**src/rtl/mem_initiator_if.sv**
```systemverilog
// KV10 memory-port bus between the CPU-side initiator and the memory responder.
// master = mem_initiator, slave = memory responder.
`ifndef PADDR
`define PADDR [17:0]
`endif
`ifndef WORD
`define WORD [35:0]
`endif

interface mem_initiator_if;
    logic `PADDR mem_addr;
    logic `WORD  mem_write_data;
    logic        mem_read;
    logic        mem_write;
    logic `WORD  mem_read_data;
    logic        read_ack;
    logic        write_ack;

    modport master (
        output mem_addr, mem_write_data, mem_read, mem_write,
        input  mem_read_data, read_ack, write_ack
    );

    modport slave (
        input  mem_addr, mem_write_data, mem_read, mem_write,
        output mem_read_data, read_ack, write_ack
    );
endinterface

```
**src/rtl/mem_initiator.sv**
```systemverilog
// CPU-side bus master for the KV10 memory port: one read/write at a time.
// Define MEM_INITIATOR_TIMEOUT_EN to abort un-acked cycles as NXM.
`ifndef PADDR
`define PADDR [17:0]
`endif
`ifndef WORD
`define WORD [35:0]
`endif

module mem_initiator #(
    parameter  int TIMEOUT = 15,
    localparam int TMR_W   = $clog2(TIMEOUT + 1)
) (
    input  logic        clk,
    input  logic        reset,
    input  logic        cpu_req,
    input  logic        cpu_we,
    input  logic `PADDR cpu_addr,
    input  logic `WORD  cpu_wdata,
    output logic        cpu_ready,
    output logic        cpu_done,
    output logic `WORD  cpu_rdata,
    output logic        cpu_nxm,
    mem_initiator_if.master bus
);

    localparam logic [1:0] IDLE  = 2'd0;
    localparam logic [1:0] READ  = 2'd1;
    localparam logic [1:0] RDATA = 2'd2;
    localparam logic [1:0] WRITE = 2'd3;

    logic [1:0] state;

`ifdef MEM_INITIATOR_TIMEOUT_EN
    logic [TMR_W-1:0] timer;
    logic             tmo;

    assign tmo = (timer == TMR_W'(TIMEOUT));

    // Strobe-cycle counter; cleared at acceptance, advanced while no ack.
    always_ff @(posedge clk) begin
        if (!reset) begin
            timer <= '0;
        end else if (state == IDLE) begin
            if (cpu_req)
                timer <= '0;
        end else if ((state == READ && !bus.read_ack) ||
                     (state == WRITE && !bus.write_ack)) begin
            if (!tmo)
                timer <= timer + 1'b1;
        end
    end
`else
    // No abort path: the parameter has no effect in this build.
    assign cpu_nxm = (TIMEOUT < 0);
`endif

    // Transaction FSM with registered CPU and bus outputs.
    always_ff @(posedge clk) begin
        if (!reset) begin
            state              <= IDLE;
            cpu_ready          <= 1'b1;
            cpu_done           <= 1'b0;
            cpu_rdata          <= '0;
            bus.mem_read       <= 1'b0;
            bus.mem_write      <= 1'b0;
            bus.mem_addr       <= '0;
            bus.mem_write_data <= '0;
`ifdef MEM_INITIATOR_TIMEOUT_EN
            cpu_nxm            <= 1'b0;
`endif
        end else begin
            cpu_done <= 1'b0;
            unique case (state)
                IDLE: begin
                    if (cpu_req) begin
                        bus.mem_addr       <= cpu_addr;
                        bus.mem_write_data <= cpu_wdata;
                        cpu_ready          <= 1'b0;
                        if (cpu_we) begin
                            state         <= WRITE;
                            bus.mem_write <= 1'b1;
                        end else begin
                            state        <= READ;
                            bus.mem_read <= 1'b1;
                        end
                    end
                end
                READ: begin
                    if (bus.read_ack) begin
                        state        <= RDATA;
                        bus.mem_read <= 1'b0;
                    end
`ifdef MEM_INITIATOR_TIMEOUT_EN
                    else if (tmo) begin
                        state        <= IDLE;
                        bus.mem_read <= 1'b0;
                        cpu_ready    <= 1'b1;
                        cpu_done     <= 1'b1;
                        cpu_nxm      <= 1'b1;
                        cpu_rdata    <= '0;
                    end
`endif
                end
                RDATA: begin
                    state     <= IDLE;
                    cpu_ready <= 1'b1;
                    cpu_done  <= 1'b1;
                    cpu_rdata <= bus.mem_read_data;
`ifdef MEM_INITIATOR_TIMEOUT_EN
                    cpu_nxm   <= 1'b0;
`endif
                end
                WRITE: begin
                    if (bus.write_ack) begin
                        state         <= IDLE;
                        bus.mem_write <= 1'b0;
                        cpu_ready     <= 1'b1;
                        cpu_done      <= 1'b1;
`ifdef MEM_INITIATOR_TIMEOUT_EN
                        cpu_nxm       <= 1'b0;
`endif
                    end
`ifdef MEM_INITIATOR_TIMEOUT_EN
                    else if (tmo) begin
                        state         <= IDLE;
                        bus.mem_write <= 1'b0;
                        cpu_ready     <= 1'b1;
                        cpu_done      <= 1'b1;
                        cpu_nxm       <= 1'b1;
                        cpu_rdata     <= '0;
                    end
`endif
                end
                default: state <= IDLE;
            endcase
        end
    end

endmodule

```
**src/flat_wrapper.sv**
```systemverilog
// flat-port wrapper written by rule: the top's interface ports become plain ports
module mem_initiator_flat 
#(
    parameter  int TIMEOUT = 15,
    localparam int TMR_W   = $clog2(TIMEOUT + 1)
)
  (clk, reset, cpu_req, cpu_we, cpu_addr, cpu_wdata, cpu_ready, cpu_done, cpu_rdata, cpu_nxm, bus_mem_addr, bus_mem_write_data, bus_mem_read, bus_mem_write, bus_mem_read_data, bus_read_ack, bus_write_ack);
  mem_initiator_if bus_i ();
  input  logic clk;
  input  logic reset;
  input  logic cpu_req;
  input  logic cpu_we;
  input  logic `PADDR cpu_addr;
  input  logic `WORD cpu_wdata;
  output logic cpu_ready;
  output logic cpu_done;
  output logic `WORD cpu_rdata;
  output logic cpu_nxm;
  output wire logic [$bits(bus_i.mem_addr)-1:0] bus_mem_addr;
  output wire logic [$bits(bus_i.mem_write_data)-1:0] bus_mem_write_data;
  output wire logic [$bits(bus_i.mem_read)-1:0] bus_mem_read;
  output wire logic [$bits(bus_i.mem_write)-1:0] bus_mem_write;
  input wire logic [$bits(bus_i.mem_read_data)-1:0] bus_mem_read_data;
  input wire logic [$bits(bus_i.read_ack)-1:0] bus_read_ack;
  input wire logic [$bits(bus_i.write_ack)-1:0] bus_write_ack;
  assign bus_mem_addr = bus_i.mem_addr;
  assign bus_mem_write_data = bus_i.mem_write_data;
  assign bus_mem_read = bus_i.mem_read;
  assign bus_mem_write = bus_i.mem_write;
  assign bus_i.mem_read_data = bus_mem_read_data;
  assign bus_i.read_ack = bus_read_ack;
  assign bus_i.write_ack = bus_write_ack;
  mem_initiator #(.TIMEOUT(TIMEOUT)) u_core (.clk(clk), .reset(reset), .cpu_req(cpu_req), .cpu_we(cpu_we), .cpu_addr(cpu_addr), .cpu_wdata(cpu_wdata), .cpu_ready(cpu_ready), .cpu_done(cpu_done), .cpu_rdata(cpu_rdata), .cpu_nxm(cpu_nxm), .bus(bus_i));
endmodule
```
**config.mk**
```make
export PLATFORM = sky130hd
export DESIGN_NAME = mem_initiator_flat
export DESIGN_NICKNAME = d
export VERILOG_FILES = /design/src/rtl/mem_initiator_if.sv /design/src/rtl/mem_initiator.sv /design/src/flat_wrapper.sv
export SDC_FILE = /design/constraint.sdc
export NUM_CORES = 1
export LEC_CHECK = 0
export BUFFER_PORTS_ARGS = -buffer_cell sky130_fd_sc_hd__buf_2
export CAP_MARGIN = 5
export CORE_ASPECT_RATIO = 0.5
export CORE_MARGIN = 5
export CORE_UTILIZATION = 48
export CTS_CLUSTER_DIAMETER = 100
export DETAILED_ROUTE_END_ITERATION = 7
export GPL_TIMING_DRIVEN = 0
export PLACE_DENSITY = 0.84
export RECOVER_POWER = 50
export SLEW_MARGIN = 30
export SYNTH_ARGS = -nofsm -noshare
export SYNTH_HDL_FRONTEND = slang
export SYNTH_SLANG_ARGS = --single-unit
```
**constraint.sdc**
```tcl
create_clock -name clk -period 1.8 [get_ports clk]
set_input_delay 0.18 -clock clk [delete_from_list [all_inputs] [get_ports clk]]
set_output_delay 0.18 -clock clk [all_outputs]
set_load 0.01 [all_outputs]
```
==> results of run 1 <==
[kinds of logic after synthesis]
group	Yosys count
flops	96
simple gates	196
compound gates	98
buf+inv	35
other cells	1
[report_power, final]
part           total, mW  switching, mW  leakage, nW  internal (mW)
registers           2.39         0.0853        0.785           2.30
clock network       1.71          0.702        0.130           1.01
logic              0.887          0.520         1.08          0.367
[sequential cells by signal, indices dropped and copies added, names as in the netlist]
signal                     count
u_core.bus.mem_write_data     36
u_core.cpu_done                1
u_core.bus.mem_read            1
u_core.cpu_ready               1
u_core.bus.mem_write           1
u_core.cpu_rdata              36
u_core.bus.mem_addr           18
u_core.state                   2
[worst paths after layout]
path | startpoint | end | cells past startpoint
worst max-delay path | u_core.state[0]$_SDFFE_PN0P_ | u_core.cpu_rdata[13]$_SDFFE_PN0N_ | 6
worst min-delay path | bus_mem_read_data[6] | u_core.cpu_rdata[6]$_SDFFE_PN0N_ | 3
worst max register to register | u_core.state[0]$_SDFFE_PN0P_ | u_core.cpu_rdata[13]$_SDFFE_PN0N_ | 6
worst min register to register | u_core.cpu_rdata[28]$_SDFFE_PN0N_ | u_core.cpu_rdata[28]$_SDFFE_PN0N_ | 2
[through the flow]
| stage | util | total power [mW] | instances | setup slack [ns] | hold WS, ns |
|---|---|---|---|---|---|
| detailed placement | 0.6389 | 3.366 | 710 | 0.4146 | 0.4241 |
| global placement | 0.6389 | 3.342 | 710 | 0.4861 | 0.4188 |
| global route | 0.6593 | 5.238 | 725 | 0.1573 | 0.07298 |
| CTS | 0.6753 | 5.085 | 725 | 0.3961 | 0.07411 |
| finish | 0.6593 | 4.982 | 725 | 0.3258 | 0.08545 |
| floorplan | - | 2.970 | 426 | 0.6089 | 0.3148 |
[critical path, delay by kind of cell (launching register included)]
kind,cells,cell delay [ns]
AND/OR/NAND/NOR,2,0.24
buffers and inverters,3,0.68
AO/OA/AOI/OAI,1,0.14
flip-flops,1,0.34
[metal layers]
metal  share of wire  vias to the layer above  routed length [µm]
met5               0                        -                   0
met4           0.015                        0                 140
met3           0.052                       10                 485
met2            0.51                       81                4812
met1            0.42                     1533                3945
li1                -                     1759                   -
[cell usage in the layout, fill, tap and decap left out, drive strengths merged, types with 2 or more instances in the layout]
master	instances
a21boi	90
a21oi	4
buf	117
clkbuf	119
dfxtp	96
inv	2
nand2	182
nand2b	3
nor2	2
nor3b	2
[cell type report]
type | instances | area [µm²] | share of cell area
Buffer | 33 | 200.2 | 0.04131
Multi-Input combinational cell | 295 | 1504 | 0.3104
Clock buffer | 15 | 267.8 | 0.05525
Timing Repair Buffer | 188 | 824.5 | 0.1702
Sequential cell | 96 | 1922 | 0.3966
Inverter | 2 | 7.507 | 0.001549
Tap cell | 96 | 120.1 | 0.02479
==> out/qor.yml, run 1 <==
status:
  outcome: "complete, no violations"
synth:
  most_instantiated_cells_after_synthesis: "182 x nand2_1, 96 x dfxtp_1, 84 x a21boi_1"
  synth.yosys.seq_area_share: 0.5287
  synth_top_cells_by_area: "dfxtp_1 53%, nand2_1 19%, a21boi_1 17%"
  ys_async_sr_fraction: 0
  synthDistinctLibCells: 27
  synth_area_leader_cell: "dfxtp_1"
  yosys.area_share.simple: 0.2134
  synthAdderAreaFrac: 0
  yosysMostFrequentCell: "nand2_1"
  synth_area_um2: 3635
  yosys-mux-area-fraction: 0
  synth_top_flop_cell: "dfxtp_1"
  synth.ff_latch_count: 96
  synth_edf_count: 0
  synthCells: 426
  syn_nets: 522
  area_fraction_in_compound_gates_after_synthesis: 0.1993
  post-synth-top-area-fraction: 0.5287
  syn-mean-instance-area_um2: 8.532
  synth_xor_area_frac: 0
  yosys_warnings: 0
  dominant_combinational_cell_family_by_area_after_synthesis: "simple AND/OR/NAND/NOR gates"
clock_tree:
  cts.clk_slew.worst_paths_ns: 0.06
  clk_root_buffer_cell: "clkbuf_16"
  h-tree-depth: 3
  clock_latency_ns: 0.32
  tritoncts_clock_tree: "done"
  max-clock-path-buffers: 2
  cts_post_setup_buffers_inserted: 0
  post_cts_resized: 0
  cts-buffers-inserted: 9
  clock_sinks: 96
  holdBufCountCts: 0
sta:
  timing.final.crit_period_ns: 1.474
  max_clock_freq_ghz: 0.6783
  maxSlewViolCount: 0
  timing.setup.tns_ns: 0
  fin_skew_ns: 0.003636
  finalSetupViolations: 0
  unrepaired_setup_endpoints_after_global_routing: "no"
  timing_hold_violations_final: 0
  final.period_utilization: 0.8190
min_path:
  hold_class: "input port to register"
worst_setup_path:
  regToRegSetupSlack_ns: 0.33
  cpPeakStageDelay_ns: 0.34
  critical_path_class: "register to register"
  worst-path-max-fanout: 10
  cells_along_the_critical_path: "clkbuf_1 -> nand2b_1 -> buf_4 -> buf_4 -> nand2_1 -> a21boi_1"
  critical_path_required_ns: 2.05
  cp_slowest_cell: "dfxtp_1"
  timing.critical_path.from_type: "register"
  timing.critical_path.arrival_ns: 1.72
  endpoint_kind: "register"
  critical_path.most_common_cell: "buf_4"
route:
  pre_repair_dr_iteration_count: 4
  detail_route.wirelength_um: 9384
  vias: 3383
  post-route-drc-count: 0
  antenna_left: 0
  drt-wirelength-per-cell_um: 12.94
  route.detailed.vias_per_inst: 4.666
  drtIter0Drc: 184
final_layout:
  layout-area-overhead-vs-synth_pct: 33.32
  number_of_fill_cells_in_the_layout: 707
  antennaDiodeCount: 0
  finish.instance_area_um2: 4846
  final_layout_size_suffix_gt1_frac: 0.2083
  finish.net_count: 721
global_route:
  grtUsageTotal: 0.1903
  grt_busiest_layer: "met2"
  via_count_of_the_first_global_routing_pass: 3118
  grt_start_max_net_pins: 14
  antenna_found_initial: 0
  globalRouteMet2Util: 0.3427
  met3_layer_usage_reported_by_global_route: 0.05540
  grt_total_ovfl: 0
  gr_met1_demand_resource: 0.2218
  grt_pass1_wl_um: 14660
die:
  die_width_um: 133.1
  initial_core_util: 0.4946
  die_footprint_um2: 9518
  die_y_um: 71.53
  floorplan.rows: 22
  core_area_um2: 7350
  pin_count: 191
placed_design:
  port_buffers: 188
  routabilityCongestion: 0.7741
  detailedPlacementHpwl_um: 7157
  place_area_um2: 4696
power:
  max-vdd-ir-drop_mv: 0.6811
  power.static_leakage_nw: 1.997
  power.density_cell_area_nw_per_um2: 1028
job:
  maxCapViolations: 0
Power figures use the tool's default switching activity.
==> run 2: changes to the inputs <==
CORE_UTILIZATION = 40   (was 48)
PLACE_DENSITY = 0.75   (was 0.84)
clock period = 1.2 ns   (was 1.8 ns; I/O delays follow)
==> run 2 against run 1 <==
The run now ends with negative setup slack left. Sequential power rose by 50%. Sequential share of layout area decreased by 4.6 points. Setup slack lost 0.44 ns. Combinational power increased by 110%. Count of clock-buffer cells in the layout is 1 lower. Final area up 14%. Routed wire length grew 14%. Critical path type unchanged. Critical endpoint is now u_core.bus.mem_write_data[3]$_SDFFE_PN0P_. Largest power group unchanged.
==> out/qor.yml, run 2 (synthesis gave the netlist of run 1 again) <==
final_layout:
  mostFrequentLayoutCells: "151 x nand2_1, 140 x buf_2, 94 x dfxtp_1, 71 x a21boi_1, 61 x clkbuf_1"  # was 182 x nand2_1, 108 x clkbuf_1, 105 x buf_2, 96 x dfxtp_1, 84 x a21boi_1
  largestRegisters: "u_core.bus.mem_write_data: 36 flops, u_core.cpu_rdata: 36 flops, u_core.bus.mem_addr: 18 flops"  # unchanged
  antennaDiodeCount: 0  # unchanged
  finish.net_count: 738  # was 721
  layout_commonest_cell: "nand2_1"  # unchanged
  final_layout_size_suffix_gt1_frac: 0.3783  # was 0.2083
  final-instance-count-excl-fill: 762  # was 725
  layout-area-overhead-vs-synth_pct: 51.39  # was 33.32%
worst_setup_path:
  worst-path-max-fanout: 5  # was 10
  path_buf_inv: 2  # was 3
  timing.critical_path.arrival_ns: 1.54  # was 1.72 ns
  crit_family: "simple AND/OR/NAND/NOR gates"  # was buffers and inverters
  critical_path.most_common_cell: "clkbuf_16"  # was buf_4
  path_depth: 5  # was 6
  rr_endpoint: "u_core.bus.mem_write_data[3]$_SDFFE_PN0P_"  # was u_core.cpu_rdata[13]$_SDFFE_PN0N_
  endpoint: "u_core.bus.mem_write_data[3]$_SDFFE_PN0P_"  # was u_core.cpu_rdata[13]$_SDFFE_PN0N_
  endpoint_kind: "register"  # unchanged
  cpPeakStageDelay_ns: 0.43  # was 0.34 ns
  critical_path_required_ns: 1.42  # was 2.05 ns
  ff2ff_path_depth: 5  # was 6
  cells_along_the_critical_path: "or3b_4 -> clkbuf_16 -> clkbuf_16 -> nand2_2 -> a21boi_2"  # was clkbuf_1 -> nand2b_1 -> buf_4 -> buf_4 -> nand2_1 -> a21boi_1
  timing.critical_path.from_type: "register"  # unchanged
  cp_slowest_cell: "or3b_4"  # was dfxtp_1
  regToRegSetupSlack_ns: -0.12  # was 0.33 ns
  worst_r2r_startpoint: "u_core.state[0]$_SDFFE_PN0P_"  # unchanged
  timing.critical_path.from: "u_core.state[0]$_SDFFE_PN0P_"  # unchanged
  critical_path_class: "register to register"  # unchanged
sta:
  fin_hold_ws_ns: 0.01823  # was 0.08545 ns
  max_clock_freq_ghz: 0.7595  # was 0.6783 GHz
  timing_hold_violations_final: 0  # unchanged
  timing.final.ws_setup_ns: -0.1166  # was 0.3258 ns
  maxSlewViolCount: 0  # unchanged
  timing.final.crit_period_ns: 1.317  # was 1.474 ns
  timing.setup.tns_ns: -4.972  # was 0 ns
  unrepaired_setup_endpoints_after_global_routing: "yes"  # was no
  finalSetupViolations: 57  # was 0
  fin_skew_ns: 0.003786  # was 0.003636 ns
  final.period_utilization: 1.097  # was 0.8190
route:
  post-route-drc-count: 0  # unchanged
  top_layer_used: "met4"  # unchanged
  vias: 3521  # was 3383
  wl_met1_um: 4279  # was 3945 µm
  antenna_left: 0  # unchanged
  route.met2.wl_um: 5462  # was 4812 µm
  drtIter0Drc: 114  # was 184
  met3WireLength_um: 634  # was 485 µm
  pre_repair_dr_iteration_count: 6  # was 4
  detail_route.wirelength_um: 10670  # was 9384 µm
  route.detailed.vias_per_inst: 4.621  # was 4.666
  drt-wirelength-per-cell_um: 14.01  # was 12.94 µm
global_route:
  grt_start_max_net_pins: 14  # unchanged
  grt_pass1_wl_um: 16230  # was 14660 µm
  grt_total_ovfl: 0  # unchanged
  antenna_found_initial: 0  # unchanged
  via_count_of_the_first_global_routing_pass: 3408  # was 3118
  grtUsageTotal: 0.1789  # was 0.1903
clock_tree:
  tritoncts_clock_tree: "done"  # unchanged
  h-tree-depth: 3  # unchanged
  cts-buffers-inserted: 9  # unchanged
  clock_sinks: 96  # unchanged
  clk_root_buffer_cell: "clkbuf_16"  # unchanged
  cts.clk_slew.worst_paths_ns: 0.06  # about the same
  max-clock-path-buffers: 2  # unchanged
  clock_latency_ns: 0.33  # was 0.32 ns
status:
  outcome: "finished with violations"  # was complete, no violations
  failing_checks: "negative setup slack"
power:
  netSwitchingFraction: 0.2678  # was 0.2624
  max-vdd-ir-drop_mv: 0.8896  # was 0.6811 mV
  power.clock.fraction: 0.328  # was 0.343
  power.share.sequential: 0.442  # was 0.479
  netSwitchingPower_mw: 2.175  # was 1.307 mW
  power.static_leakage_nw: 2.410  # was 1.997 nW
  combPwrFrac: 0.230  # was 0.178
  cellInternalPower_mw: 5.947  # was 3.675 mW
  power.density_cell_area_nw_per_um2: 1476  # was 1028 nW/µm²
placed_design:
  detailedPlacementHpwl_um: 7468  # was 7157 µm
  routabilityCongestion: 0.7600  # was 0.7741
  post-place-cells: 731  # was 710
  port_buffers: 188  # unchanged
die:
  die_footprint_um2: 11210  # was 9518 µm²
  core_area_um2: 8768  # was 7350 µm²
  die_y_um: 77.41  # was 71.53 µm
  die_width_um: 144.8  # was 133.1 µm
  floorplan.rows: 24  # was 22
  pin_count: 191  # unchanged
  initial_core_util: 0.4145  # was 0.4946
job:
  maxCapViolations: 0  # unchanged
min_path:
  hold_class: "input port to register"  # unchanged
run 2: stage by stage:
stage | setup slack, ns | instance area [µm²] | util | power, mW
2_1_floorplan | 0.008902 | 3635 | - | 4.455
3_3_place_gp | -0.1028 | 4722 | 0.5385 | 5.030
3_5_place_dp | -0.1690 | 4722 | 0.5385 | 5.061
4_1_cts | -0.06854 | 5216 | 0.5949 | 7.950
5_1_grt | -0.2019 | 5503 | 0.6276 | 8.557
6_report | -0.1166 | 5503 | 0.6276 | 8.122
run 2: how the worst min path moves through the flow:
stage	start	end	depth (start not counted)
detailed placement	bus_mem_read_data[9]	u_core.cpu_rdata[9]$_SDFFE_PN0N_	3
global placement	bus_mem_read_data[8]	u_core.cpu_rdata[8]$_SDFFE_PN0N_	3
CTS	bus_mem_read_data[19]	u_core.cpu_rdata[19]$_SDFFE_PN0N_	3
floorplan	cpu_addr[0]	u_core.bus.mem_addr[0]$_SDFFE_PN0P_	2
finish	cpu_wdata[22]	u_core.bus.mem_write_data[22]$_SDFFE_PN0P_	3
global route	bus_mem_read_data[17]	u_core.cpu_rdata[17]$_SDFFE_PN0N_	3
run 2: final cells by class:
cell class	count	area, µm²
fill	785	3266
sequential	96	1927
multi-input combinational	295	1664
timing repair buffer	205	1151
buffer	33	332.8
clock buffer	14	274.0
tap	117	146.4
inverter	2	7.507
run 2: timing repair:
action	CTS	global route
cloned	4	6
setup endpoints to repair	83	91
hold buffers	0	0
gates resized for setup	43	59
buffers inserted	6	1
pin swaps	4	17
run 2: per-layer routing:
metal,global-route usage,vias up
met4,0.07169,0
met1,0.2046,1599
met5,0,-
met3,0.04300,28
li1,-,1798
met2,0.3212,96
run 2: worst register-to-register path, delay by kind of cell (launching register included):
kind | cells | cell delay [ns]
AND/OR/NAND/NOR | 2 | 0.50
flip-flops | 1 | 0.33
buffers and inverters | 2 | 0.33
AO/OA/AOI/OAI | 1 | 0.05
run 2: power by group through the flow:
stage	Clock (mW)	Combinational [mW]	Sequential, mW
2_1_floorplan	0	0.693	3.76
3_3_place_gp	0	1.40	3.63
3_5_place_dp	0	1.42	3.64
4_1_cts	2.73	1.64	3.58
5_1_grt	2.89	2.04	3.63
6_report	2.66	1.87	3.59
